[src/rtl/cpu_seq.sv]
// Command sequencer for a small CPU core: a DEPTH-entry command FIFO feeds a
// four-state issue FSM, and ALU results are returned through a valid/ready register.
module cpu_seq #(
  parameter int unsigned DEPTH = 4
) (
  input  logic       clk,
  input  logic       rst,
  input  logic       cmd_valid,
  output logic       cmd_ready,
  input  logic       cmd_load,
  input  logic [2:0] cmd_sel,
  input  logic [3:0] cmd_op,
  input  logic       cmd_cin,
  input  logic [7:0] cmd_data,
  output logic       cpu_ce,
  output logic       cpu_load,
  output logic [6:0] cpu_opcode,
  output logic       cpu_cin,
  output logic [7:0] cpu_data_in,
  input  logic [7:0] cpu_data_out,
  input  logic       cpu_cout,
  output logic       res_valid,
  input  logic       res_ready,
  output logic [7:0] res_data,
  output logic       res_cout,
  output logic       busy
);

  localparam int unsigned PtrW = $clog2(DEPTH);
  localparam int unsigned CntW = $clog2(DEPTH + 1);

  typedef struct packed {
    logic       load;
    logic [2:0] sel;
    logic [3:0] op;
    logic       cin;
    logic [7:0] data;
  } cmd_t;

  typedef enum logic [1:0] {StIdle, StIssue, StWait, StCapture} state_e;

  state_e          state_q, state_d;
  cmd_t            mem_q [DEPTH];
  cmd_t            iss_q;
  cmd_t            head;
  logic [PtrW-1:0] wr_ptr_q, rd_ptr_q;
  logic [CntW-1:0] count_q, count_d;
  logic            res_valid_q, res_cout_q;
  logic [7:0]      res_data_q;
  logic            push, pop, slot_free;

  assign cmd_ready = (count_q != CntW'(DEPTH));
  assign push      = cmd_valid && cmd_ready;
  assign head      = mem_q[rd_ptr_q];

  // The result slot counts as free when it is being consumed on this same edge, so
  // back-to-back operations sustain one issue every four cycles.
  assign slot_free = !res_valid_q || res_ready;
  assign pop       = (state_q == StIdle) && (count_q != '0) && (head.load || slot_free);

  always_comb begin
    state_d = state_q;
    unique case (state_q)
      StIdle:    if (pop) state_d = StIssue;
      StIssue:   state_d = iss_q.load ? StIdle : StWait;
      StWait:    state_d = StCapture;
      StCapture: state_d = StIdle;
      default:   state_d = StIdle;
    endcase
  end

  always_comb begin
    count_d = count_q;
    unique case ({push, pop})
      2'b10:   count_d = count_q + CntW'(1);
      2'b01:   count_d = count_q - CntW'(1);
      default: count_d = count_q;
    endcase
  end

  always_ff @(posedge clk or negedge rst) begin
    if (!rst) begin
      state_q  <= StIdle;
      wr_ptr_q <= '0;
      rd_ptr_q <= '0;
      count_q  <= '0;
      iss_q    <= '0;
      for (int i = 0; i < int'(DEPTH); i++) mem_q[i] <= '0;
    end else begin
      state_q <= state_d;
      count_q <= count_d;
      if (push) begin
        mem_q[wr_ptr_q] <= {cmd_load, cmd_sel, cmd_op, cmd_cin, cmd_data};
        wr_ptr_q        <= wr_ptr_q + PtrW'(1);
      end
      if (pop) begin
        iss_q    <= head;
        rd_ptr_q <= rd_ptr_q + PtrW'(1);
      end
    end
  end

  always_ff @(posedge clk or negedge rst) begin
    if (!rst) begin
      res_valid_q <= 1'b0;
      res_data_q  <= '0;
      res_cout_q  <= 1'b0;
    end else if (state_q == StCapture) begin
      res_valid_q <= 1'b1;
      res_data_q  <= cpu_data_out;
      res_cout_q  <= cpu_cout;
    end else if (res_valid_q && res_ready) begin
      res_valid_q <= 1'b0;
    end
  end

  // Issue-register fields stay on the CPU bus between issues; only ce/load pulse.
  assign cpu_ce      = (state_q == StIssue);
  assign cpu_load    = cpu_ce && iss_q.load;
  assign cpu_opcode  = {iss_q.sel, iss_q.op};
  assign cpu_cin     = iss_q.cin;
  assign cpu_data_in = iss_q.data;

  assign res_valid = res_valid_q;
  assign res_data  = res_data_q;
  assign res_cout  = res_cout_q;
  assign busy      = (state_q != StIdle) || (count_q != '0);

endmodule
[config.mk]
export PLATFORM = sky130hd
export DESIGN_NAME = cpu_seq
export DESIGN_NICKNAME = d
export VERILOG_FILES = /design/src/rtl/cpu_seq.sv
export SDC_FILE = /design/constraint.sdc
export NUM_CORES = 1
export LEC_CHECK = 0
export ABC_AREA = 1
export BUFFER_PORTS_ARGS = -buffer_cell sky130_fd_sc_hd__clkbuf_2
export CORE_ASPECT_RATIO = 0.6
export CORE_MARGIN = 2
export CORE_UTILIZATION = 40
export DETAILED_ROUTE_END_ITERATION = 10
export PLACE_DENSITY = 0.6
export SETUP_SLACK_MARGIN = 0.05
export SKIP_LAST_GASP = 1
export SLEW_MARGIN = 20
export SYNTH_ARGS = -nofsm -noshare
export SYNTH_HDL_FRONTEND = slang
export SYNTH_SLANG_ARGS = --single-unit
[constraint.sdc]
create_clock -name clk -period 4.2 [get_ports clk]
set_clock_uncertainty 0.05 [all_clocks]
set_input_delay 0.21 -clock clk [delete_from_list [all_inputs] [get_ports clk]]
set_output_delay 0.21 -clock clk [all_outputs]
set_load 0.005 [all_outputs]
==> results of run 1 <==
[per-layer routing]
| metal | vias up | track usage [%] |
|---|---|---|
| met3 | 8 | 5.670 |
| met4 | 0 | 3.654 |
| li1 | 1770 | - |
| met5 | - | 0 |
| met1 | 1704 | 25.28 |
| met2 | 111 | 26.76 |
[cell type report]
cell class              instances  area share (%)
clock buffers                  11           4.766
clock inverters                 5           1.203
inverters                      32           2.454
multi-input cells             360           32.54
flip-flops and latches        104           49.08
well taps                     160           3.775
repair buffers                 63           6.182
[state kept, by name, indices dropped and copies added (netlist names), named ones only]
register	flops
iss_q	1
mem_q	68
state_q	1
res_data	8
cpu_opcode	7
res_valid	1
wr_ptr_q	2
rd_ptr_q	2
count_q	3
cpu_data_in	8
res_cout	1
cpu_cin	1
[Yosys cell counts, types with 2 or more instances]
cell type and n:
nand3_1 10, buf_4 19, o21ai_1 14, nand2_1 142, nand3_2 13, a21oi_1 3
nand2_2 3, dfrtp_1 104, inv_6 2, inv_2 4, buf_2 11, inv_1 25
buf_6 10, ha_1 5, o21ai_0 106, xor2_1 2, nand2_4 5, nor2_1 52
[cells by family (layout without fill, tap and decap cells)]
logic type / count (synthesis) / in the layout / synth area share, %
AO/OA/AOI/OAI: 123 / 123 / 12.83
XOR/XNOR: 3 / 3 / 0.5478
adder cells (fa/ha/maj): 6 / 6 / 1.721
buffers and inverters: 75 / 111 / 9.781
flip-flops: 104 / 104 / 54.25
AND/OR/NAND/NOR: 228 / 228 / 20.87
[worst max-delay path, delay by kind of cell (launching register included)]
family,cells,cell delay (ns)
and+or+nand+nor,5,0.75
adders and majority gates,2,0.52
DFF,1,0.51
buffers and inverters,3,0.41
AOI/OAI and AO/OA,2,0.26
xor gates and xnor gates,1,0.15
[power by group through the flow]
| stage | Clock, W | Sequential [W] | Combinational [W] |
|---|---|---|---|
| 2_1_floorplan | 0 | 0.00168 | 0.00136 |
| 3_3_place_gp | 0 | 0.00174 | 0.00158 |
| 3_5_place_dp | 0 | 0.00176 | 0.00163 |
| 4_1_cts | 0.000891 | 0.00175 | 0.00163 |
| 5_1_grt | 0.000938 | 0.00181 | 0.00190 |
| 6_report | 0.000872 | 0.00175 | 0.00163 |
[final timing paths]
check                      slack, ns  depth (start not counted)                         to               startpoint
max                             1.44                         13     count_q[2]$_DFFE_PN0P_  rd_ptr_q[0]$_DFFE_PN0P_
min                            -0.07                          1  cpu_opcode[3]$_DFFE_PN0P_                      rst
max reg2reg                     1.44                         13     count_q[2]$_DFFE_PN0P_  rd_ptr_q[0]$_DFFE_PN0P_
min reg2reg                     0.43                          2      iss_q[16]$_DFFE_PN0P_    iss_q[16]$_DFFE_PN0P_
max in group asynchronous       3.15                          2      mem_q[66]$_DFFE_PN0P_                      rst
min in group clk                0.01                          3       res_cout$_DFFE_PN0P_                 cpu_cout
[metrics by stage]
| stage | setup slack, ns | cells | utilization (%) |
|---|---|---|---|
| 2_1_floorplan | 2.079 | 539 | - |
| 3_3_place_gp | 1.508 | 719 | 43.41 |
| 3_5_place_dp | 1.457 | 719 | 43.41 |
| 4_1_cts | 1.453 | 735 | 46.17 |
| 5_1_grt | 1.177 | 735 | 46.17 |
| 6_report | 1.438 | 735 | 46.17 |
==> flow_summary.rst, run 1 <==
.. list-table::
   :header-rows: 1

   * - Metric
     - Value
   * - Final critical path time including I/O delays and setup
     - 2.762 ns
   * - Row count
     - 30
   * - Vias per std cell
     - approximately 4.9
   * - First-pass GRT wire length
     - 18030 um
   * - Overall via count from detail_route
     - 3593
   * - Switching Share
     - about two fifths
   * - Top cells by area, synth
     - dfrtp_1 54%, nand2_1 11%, o21ai_0 11%
   * - Count of warnings emitted by yosys
     - 0
   * - Data required time at the worst endpoint
     - 4.37 ns
   * - Delay of the slowest cell on the worst path
     - 0.51 ns
   * - Remaining antenna violation count
     - 0
   * - Highest fanout seen on the critical path
     - 36
   * - Type of the worst setup path
     - reg -> reg
   * - Average size of a mapped cell
     - 8.900 sq um
   * - Global-route total usage across every layer
     - between 15 and 20%
   * - Worst hold margin
     - -0.06686 ns
   * - Part of the power in combinational logic
     - 38.3%
   * - Clock root buffer
     - clkbuf_16
   * - Maximum capacitance violations
     - 0
   * - Worst hold-check path type
     - in -> async
   * - Leakage dissipation
     - about 2.7 nW
   * - Routed wirelength normalized by instance count
     - 14.34 um
   * - Violated checks
     - hold timing
   * - Kind of end point of the critical path
     - flip-flop
   * - Post-CTS setup buffer count
     - 0
   * - Sequential cell fraction of total power
     - between 40% and 50%
   * - Initial DRC Count
     - 253
   * - Internal power
     - 0.002550 W
   * - Final hold violation count
     - 49
   * - Number of flops mapped to enable cells by yosys
     - 0
   * - Non-Filler Cell Area, Final
     - about 5300 sq um
   * - Total DRC errors in the routed layout
     - 0
   * - Unrepaired setup endpoints after global routing
     - false
   * - Placeable core region
     - 11490 sq um
   * - Area after DPL
     - 4986 sq um
   * - Clock network latency to the later pin of the worst-skew pair
     - 0.34 ns
   * - Number of fill cells
     - 1122
   * - Power per cell area
     - ~800 nW/um^2
   * - Endpoints failing setup
     - 0
   * - Sequential share of the synthesized area
     - 54.25%
   * - DP HPWL
     - 6874 um
   * - Ratio of final minimum period to clock period
     - 65.76%
   * - Overall die area
     - 12910 sq um
   * - Routability congestion estimate from global placement
     - between 0.7 and 0.8
   * - Number of buffers inserted during clock tree synthesis
     - 9
   * - Met3 WL post-DR
     - 735 um
   * - Share of synthesized registers carrying an async set or reset
     - 100.0%
   * - Most area-hungry cell type in the Yosys netlist
     - dfrtp_1
   * - Instance count of the mapped netlist
     - ~540
   * - Fraction of layout instances using a drive strength above 1
     - 18.61%
   * - IO Pins
     - 60
   * - Worst-margin pin slew
     - 0.9391 ns
   * - Highest routing layer actually used
     - met4
   * - Met2 WL post-DR
     - 4293 um
   * - CTS tree
     - yes
   * - Highest-count cells in the layout ignoring fill and taps
     - 142 x nand2_1, 106 x o21ai_0, 104 x dfrtp_1
   * - Pin count of the biggest net entering global routing
     - 75
   * - Via count of the first global-routing pass
     - 3413
   * - Die width
     - ~150 um
   * - Sequential cell area
     - 2603 sq um
   * - Number of distinct library cells after synthesis
     - 27
   * - Setup TNS
     - 0 ns
   * - Number of optimization iterations in the first detailed-route pass
     - 5
   * - Starting Density
     - between 40% and 50%
   * - Area delta synth->final
     - 10.54%
   * - Clock edge transition at the registers on the reported setup and hold paths
     - 0.07 ns
   * - Portion of synthesized cell area occupied by the leading cell type
     - 54.25%
   * - Worst slew margin
     - 37.40%
   * - Met1 routed wirelength after detailed routing
     - 5445 um
   * - Hold_buf cts
     - 0
   * - Area occupied by multi-input gates
     - 1725 sq um
   * - Final slew viol count
     - 0
   * - Synthesis-stage register bit count
     - about 100
   * - Part of the total power dissipated in the clock network
     - around a fifth
   * - Die span in y
     - 88.83 um
   * - Global route overflow
     - 0
   * - Total of cells resized after clock tree synthesis
     - 0
   * - Leading cell type in the layout, fill and taps excluded
     - nand2_1
   * - Tot Pwr
     - 0.004247 W
   * - Maximum operating frequency
     - 0.3621 GHz
   * - Slowest cell on the critical path
     - dfrtp_1
   * - H-Tree Depth
     - 3
   * - IR Drop Worst-Case VDD
     - 0.2765 mV
   * - Antenna fix cells
     - 0
   * - TritonCTS sink count
     - 104
   * - Critical Path AT
     - 2.93 ns
   * - Antenna violations before repair
     - 0
   * - Leading register cell type out of synthesis
     - dfrtp_1
   * - Routed wire length
     - 10540 um
   * - Longest Clk Path Bufs
     - 2
   * - Outcome
     - finished, violations left
   * - Total Nets Final
     - 606
   * - Critical Path Source Type
     - flip-flop
   * - Cells along the critical path
     - inv_6 > nand2_2 > nand3_2 > nand2_1 > nand2_2 > nand2_1 > inv_1 > ha_1 > inv_1 > fa_1 > a21oi_1 > o21ai_0 > xor2_1
   * - Net switching power figure
     - 0.001697 W
   * - PortBufs
     - 59
   * - Post-Syn Area
     - around 4800 sq um
   * - Net Count, Synth
     - 575
(Power assumes the default switching activity.)
==> inputs of run 2 (changes only) <==
- PLACE_DENSITY: 0.6 -> 0.62
- clock period: 4.2 -> 2.5 ns (I/O delays scaled with it)
==> run 2 against run 1 <==
  * Power rose by 68%
  * Critical path type unchanged
  * Critical path depth fell by 1
  * Clock power rose by 61%
  * Fmax rose by 31%
  * The run now ends clean
  * Register-to-register slack got worse by 1.1 ns
  * Sequential cell count did not move
  * Combinational power rose by 73%
==> flow_summary.rst, run 2 (same netlist as run 1, synthesis figures left out) <==
.. list-table::
   :header-rows: 1

   * - Metric
     - Value
   * - Startpoint of the worst register-to-register path
     - rd_ptr_q[0]$_DFFE_PN0P_
   * - Clock network latency to the later pin of the worst-skew pair
     - 0.35 ns (about the same)
   * - Pin count of the biggest net entering global routing
     - 70 (-6.7%)
   * - Highest fanout seen on the critical path
     - 7 (-81%)
   * - Antenna fix cells
     - 0 (unchanged)
   * - IO Pins
     - 60 (unchanged)
   * - Worst reg2reg path endpoint
     - count_q[2]$_DFFE_PN0P_
   * - Antenna violations before repair
     - 0 (unchanged)
   * - Routability congestion estimate from global placement
     - 0.7514 (-1.8%)
   * - Type of the worst setup path
     - reg -> reg
   * - First-pass GRT wire length
     - 18490 um (+2.6%)
   * - Startpoint of the worst setup timing path
     - rd_ptr_q[0]$_DFFE_PN0P_
   * - IR Drop Worst-Case VDD
     - 0.4380 mV (+58%)
   * - Global route overflow
     - 0 (unchanged)
   * - Final slew viol count
     - 0 (unchanged)
   * - Routed wire length
     - 10860 um (+3.0%)
   * - Setup TNS
     - 0 ns (unchanged)
   * - Non-Filler Cell Area, Final
     - 5451 sq um (+2.8%)
   * - Area after DPL
     - 5044 sq um (+1.2%)
   * - Final hold violation count
     - 0 (-100%)
   * - Overall die area
     - 12910 sq um (unchanged)
   * - Ratio of final minimum period to clock period
     - 84.60% (+19 points)
   * - TritonCTS sink count
     - 104 (unchanged)
   * - Worst slew margin
     - 41.96% (+4.6 points)
   * - Register with the most flip-flops
     - mem_q
   * - Total Nets Final
     - 623 (+2.8%)
   * - Routed wirelength normalized by instance count
     - 14.44 um (+0.66%)
   * - Max reg flops
     - 68 (unchanged)
   * - Critical path capture point
     - count_q[2]$_DFFE_PN0P_
   * - Unrepaired setup endpoints after global routing
     - false
   * - Overall via count from detail_route
     - 3662 (+1.9%)
   * - Longest Clk Path Bufs
     - 2 (unchanged)
   * - Worst reg-to-reg path cell count
     - 12 (-1)
   * - Total DRC errors in the routed layout
     - 0 (unchanged)
   * - Number of optimization iterations in the first detailed-route pass
     - 4 (-1)
   * - Remaining antenna violation count
     - 0 (unchanged)
   * - Maximum capacitance violations
     - 0 (unchanged)
   * - Placeable core region
     - 11490 sq um (unchanged)
   * - Global-route total usage across every layer
     - 18.54% (+0.83 points)
   * - Kind of end point of the critical path
     - flip-flop
   * - Maximum operating frequency
     - 0.4728 GHz (+31%)
   * - H-Tree Depth
     - 3 (unchanged)
   * - Power per cell area
     - 1310 nW/um^2 (+64%)
   * - Endpoints failing setup
     - 0 (unchanged)
   * - Fraction of layout instances using a drive strength above 1
     - 19.09% (+0.48 points)
   * - Final critical path time including I/O delays and setup
     - 2.115 ns (-0.6468 ns)
   * - CTS tree
     - yes
   * - Number of buffers inserted during clock tree synthesis
     - 9 (unchanged)
   * - HP Start
     - cmd_op[2]
   * - Data required time at the worst endpoint
     - 2.68 ns (-1.69 ns)
   * - Leakage dissipation
     - 2.761 nW (+2.9%)
   * - PortBufs
     - 59 (unchanged)
   * - Die width
     - 145.4 um (unchanged)
   * - Via count of the first global-routing pass
     - 3592 (+5.2%)
   * - Area delta synth->final
     - 13.64%
   * - Clock root buffer
     - clkbuf_16
   * - Highest-count cells in the layout ignoring fill and taps
     - 142 x nand2_1, 106 x o21ai_0, 104 x dfrtp_1
   * - Die span in y
     - 88.83 um (unchanged)
   * - Starting Density
     - 41.76% (unchanged)
   * - Non-filler cells, final
     - 752 (+2.3%)
   * - Worst hold-check path type
     - in -> reg
   * - Initial DRC Count
     - 259 (+2.4%)
   * - Cell count after placement
     - 725 (+0.83%)
   * - Vias per std cell
     - 4.870 (-0.38%)
   * - Row count
     - 30 (unchanged)
   * - Critical Path AT
     - 2.29 ns (-0.64 ns)
   * - Worst-margin pin slew
     - 0.8706 ns (-0.06845 ns)
   * - Outcome
     - complete, no violations
   * - Reg-to-reg slack, setup
     - 0.39 ns (-1.05 ns)
   * - DP HPWL
     - 6836 um (-0.56%)
   * - Leading cell type in the layout, fill and taps excluded
     - nand2_1
   * - Clock edge transition at the registers on the reported setup and hold paths
     - 0.07 ns (about the same)
   * - Critical Path Source Type
     - flip-flop
## run 2: changes by cell type in the layout (fill, tap and decap cells not counted), sizes merged
cell | before | now
buf | 5 | 11
clkinv | 3 | 6
clkbuf | 69 | 68
inv | 32 | 31
clkinvlp | 1 | 0
dlygate4sd3 | 0 | 11
## run 2: layer usage
| metal | global-route usage [%] | wire [um] | up-vias | share of wire, % |
|---|---|---|---|---|
| li1 | - | - | 1808 | - |
| met5 | 0 | 0 | - | 0 |
| met3 | 5.206 | 712 | 10 | 6.6 |
| met1 | 26.29 | 5469 | 1741 | 50 |
| met4 | 5.437 | 95 | 0 | 0.88 |
| met2 | 28.13 | 4580 | 103 | 42 |
## run 2: through the flow
| step | hold slack (ns) | power, W | utilization, % | setup WS, ns |
|---|---|---|---|---|
| floorplan | -0.2206 | 0.005106 | - | 0.3794 |
| global placement | 0.2471 | 0.005666 | 43.91 | 0.4403 |
| detailed placement | 0.2511 | 0.005771 | 43.91 | 0.3823 |
| CTS | 0.0006447 | 0.007212 | 47.46 | 0.3755 |
| global route | 0.01873 | 0.007808 | 47.46 | 0.2419 |
| finish | 0.007308 | 0.007142 | 47.46 | 0.3850 |
## run 2: worst min-delay path by stage
| stage | slack, ns | cells after the start | end |
|---|---|---|---|
| final | 0.007 | 3 | mem_q[11]$_DFFE_PN0P_ |
| after global routing | 0.02 | 3 | mem_q[7]$_DFFE_PN0P_ |
| after CTS | 0.0006 | 3 | mem_q[11]$_DFFE_PN0P_ |
| after detailed placement | 0.25 | 1 | cpu_opcode[4]$_DFFE_PN0P_ |
| after global placement | 0.25 | 1 | cpu_opcode[4]$_DFFE_PN0P_ |
| after floorplan | -0.22 | 0 | asynchronous set/reset pin |
## run 2: final cells by class
type	instances	area, sq um
inverters	32	130.1
clock buffers	10	239.0
flip-flops and latches	104	2603
fillers	1135	6035
clock inverters	6	58.81
well taps	160	200.2
repair buffers	80	495.5
multi-input cells	360	1725
## run 2: repair_timing
item,in CTS,in global routing
endpoints found under the hold margin,76,0
setup buffers,0,0
gates resized for setup,0,0
hold buffers,11,0
## run 2: power by group
part / switching, W / internal [W]
sequential: 0.000451 / 0.00247
clock: 0.000603 / 0.000798
combinational: 0.00179 / 0.00103
total: 0.00285 / 0.00430
## run 2: worst max-delay path, stage by stage (launching register included)
cell	delay [ns]
dfrtp_1	0.53
nand2_1	0.11
nand3_2	0.10
nand2_1	0.07
nand2_2	0.06
nand2_1	0.06
inv_1	0.05
ha_1	0.13
inv_1	0.06
fa_1	0.37
a21oi_1	0.14
o21ai_0	0.10
xor2_1	0.15
==> inputs of run 3 (changes only) <==
- clock period: 2.5 -> 1.9 ns (I/O delays scaled with it)
==> run 3 against run 2 <==
  * Sequential share of layout area down 1.8 points
  * Global-route usage decreased by 0.22 points
  * Power up 35%
  * Final cell count is 2.4% higher
  * Hold slack better by 0.00073 ns
  * Clock power grew 34%
  * Largest cell class unchanged
==> flow_summary.rst, run 3 (same netlist as run 1, synthesis figures left out) <==
.. list-table::
   :header-rows: 1

   * - Metric
     - Value
   * - Core Util, Final
     - 49.35% (+1.9 points)
   * - Startpoint of the worst setup timing path
     - rd_ptr_q[0]$_DFFE_PN0P_
   * - Leading cell type in the layout, fill and taps excluded
     - nand2_1
   * - Endpoints failing setup
     - 0 (unchanged)
   * - Worst slew margin
     - 64.89% (+23 points)
   * - Area delta synth->final
     - 18.15%
   * - Routability congestion estimate from global placement
     - 0.7585 (+0.94%)
   * - Placeable core region
     - 11490 sq um (unchanged)
   * - Part of the total power dissipated in the clock network
     - 19.5% (about the same)
   * - Worst reg-to-reg path cell count
     - 13 (+1)
   * - Startpoint of the worst register-to-register path
     - rd_ptr_q[0]$_DFFE_PN0P_
   * - Cells along the critical path
     - clkinv_4 > nand2_2 > nand3_2 > nand2_2 > nand2_2 > nand2_2 > inv_2 > ha_4 > inv_2 > fa_2 > a21oi_2 > o21ai_1 > xor2_1
   * - Worst path depth
     - 13 (+1)
   * - Outcome
     - complete, no violations
   * - Routed wirelength normalized by instance count
     - 13.94 um (-3.5%)
   * - PortBufs
     - 59 (unchanged)
   * - Most numerous cell on the critical path
     - nand2_2
   * - Power per cell area
     - 1702 nW/um^2 (+30%)
   * - Number of optimization iterations in the first detailed-route pass
     - 5 (+1)
   * - DP HPWL
     - 6864 um (+0.41%)
   * - Via count of the first global-routing pass
     - 3610 (+0.50%)
   * - Fraction of layout instances using a drive strength above 1
     - 20.98% (+1.9 points)
   * - HP Start
     - cmd_op[3]
   * - Worst-margin pin slew
     - 0.5267 ns (-0.3439 ns)
   * - Maximum capacitance violations
     - 0 (unchanged)
   * - Pin count of the biggest net entering global routing
     - 42 (-40%)
   * - Clock network latency to the later pin of the worst-skew pair
     - 0.34 ns (about the same)
   * - Number of buffers and inverters on the critical path
     - 3 (+1)
   * - Global route overflow
     - 0 (unchanged)
   * - Clock edge transition at the registers on the reported setup and hold paths
     - 0.06 ns (about the same)
   * - Sequential cell area
     - 2604 sq um (about the same)
   * - Starting Density
     - 41.76% (unchanged)
   * - Row count
     - 30 (unchanged)
   * - Kind of end point of the critical path
     - flip-flop
   * - Ratio of final minimum period to clock period
     - 98.41% (+14 points)
   * - Vias per std cell
     - 4.799 (-1.5%)
   * - Initial DRC Count
     - 246 (-5.0%)
   * - Antenna violations before repair
     - 0 (unchanged)
   * - Slowest cell on the critical path
     - dfrtp_2
   * - WHS Path Cells
     - 3 (unchanged)
   * - Critical Path Source Type
     - flip-flop
   * - Sequential cell fraction of total power
     - 39.6% (-1.3 points)
   * - Number of buffers inserted during clock tree synthesis
     - 9 (unchanged)
   * - Antenna fix cells
     - 0 (unchanged)
   * - Highest fanout seen on the critical path
     - 4 (-3)
   * - Maximum operating frequency
     - 0.5348 GHz (+13%)
   * - Internal power
     - 0.005888 W (+37%)
   * - Area occupied by multi-input gates
     - 1749 sq um (+1.4%)
   * - CP delay by family, top
     - adder cells
   * - Critical Path AT
     - 2.04 ns (-0.25 ns)
   * - Unrepaired setup endpoints after global routing
     - true
   * - IO Pins
     - 60 (unchanged)
   * - Register with the most flip-flops
     - mem_q
   * - Clock root buffer
     - clkbuf_16
   * - First-pass GRT wire length
     - 18440 um (-0.26%)
   * - Final hold violation count
     - 0 (unchanged)
   * - Worst hold-check path type
     - in -> reg
   * - Total DRC errors in the routed layout
     - 0 (unchanged)
   * - Data required time at the worst endpoint
     - 2.07 ns (-0.61 ns)
   * - Max reg flops
     - 68 (unchanged)
   * - Die span in y
     - 88.83 um (unchanged)
   * - Net switching power figure
     - 0.003758 W (+32%)
   * - Setup TNS
     - 0 ns (unchanged)
   * - Routed wire length
     - 10730 um (-1.2%)
   * - Remaining antenna violation count
     - 0 (unchanged)
   * - Final slew viol count
     - 0 (unchanged)
   * - Global-route total usage across every layer
     - 18.33% (-0.22 points)
   * - TritonCTS sink count
     - 104 (unchanged)
   * - Longest Clk Path Bufs
     - 2 (unchanged)
   * - Number of fill cells
     - 1096 (-3.4%)
   * - Switching Share
     - 38.96% (-0.88 points)
   * - Type of the worst setup path
     - reg -> reg
   * - IR Drop Worst-Case VDD
     - 0.6300 mV (+44%)
   * - Part of the power in combinational logic
     - 40.9% (+1.4 points)
   * - Die width
     - 145.4 um (unchanged)
   * - CTS tree
     - yes
   * - Delay of the slowest cell on the worst path
     - 0.44 ns (-0.09 ns)
   * - Total Nets Final
     - 642 (+3.0%)
   * - Overall via count from detail_route
     - 3695 (+0.90%)
   * - Overall die area
     - 12910 sq um (unchanged)
   * - Leakage dissipation
     - 2.848 nW (+3.1%)
   * - Final critical path time including I/O delays and setup
     - 1.870 ns (-0.2452 ns)
   * - Highest-count cells in the layout ignoring fill and taps
     - 140 x nand2_1, 104 x o21ai_0, 103 x dfrtp_1
   * - H-Tree Depth
     - 3 (unchanged)
run 3: power groups by stage:
stage / clock network [W] / logic, W / registers [W]
floorplan: 0 / 0.00306 / 0.00372
global placement: 0 / 0.00378 / 0.00380
detailed placement: 0 / 0.00388 / 0.00386
CTS: 0.00193 / 0.00399 / 0.00382
global route: 0.00203 / 0.00457 / 0.00395
finish: 0.00188 / 0.00394 / 0.00382
run 3: final cells by class:
class,instances,share of cell area (%)
Timing Repair Buffer,99,11.96
Clock inverter,3,0.7064
Inverter,32,2.296
Multi-Input combinational cell,360,30.86
Sequential cell,104,45.94
Tap cell,160,3.532
Clock buffer,12,4.702
run 3: worst paths after layout:
path / to / slack (ns)
setup / recovery: count_q[2]$_DFFE_PN0P_ / 0.03
hold / removal: mem_q[12]$_DFFE_PN0P_ / 0.008
hold reg to reg: cpu_data_in[3]$_DFFE_PN0P_ / 0.43
max in group asynchronous: mem_q[52]$_DFFE_PN0P_ / 0.96
setup reg to reg: count_q[2]$_DFFE_PN0P_ / 0.03
min in group asynchronous: cpu_data_in[7]$_DFFE_PN0P_ / 0.23
run 3: what timing repair did:
item	in CTS	in global routing
hold endpoints to repair	67	0
resized for setup	3	1
hold buffers	22	0
pin swaps	1	0
buffers inserted	2	0
endpoints found under the setup margin	1	2
run 3: through the flow:
stage	setup WS [ns]	instances	instance area [sq um]	hold WS (ns)	power (W)
2_1_floorplan	-0.1088	539	4818	-0.2506	0.006779
3_3_place_gp	-0.02215	731	5119	0.05653	0.007585
3_5_place_dp	-0.07022	731	5119	0.06080	0.007741
4_1_cts	0.02426	770	5668	0.002247	0.009746
5_1_grt	-0.08133	770	5668	0.02868	0.01055
6_report	0.03027	770	5668	0.008038	0.009646
run 3: worst min-delay path: stages:
cell and delay [ns]:
clkbuf_2 0.08, inv_1 0.10, o21ai_1 0.08
run 3: metal layers:
metal	track usage [%]	part of all wire [%]
met1	26.18	53
met2	28.44	41
met3	4.948	5.7
met4	3.743	0.79
met5	0	0
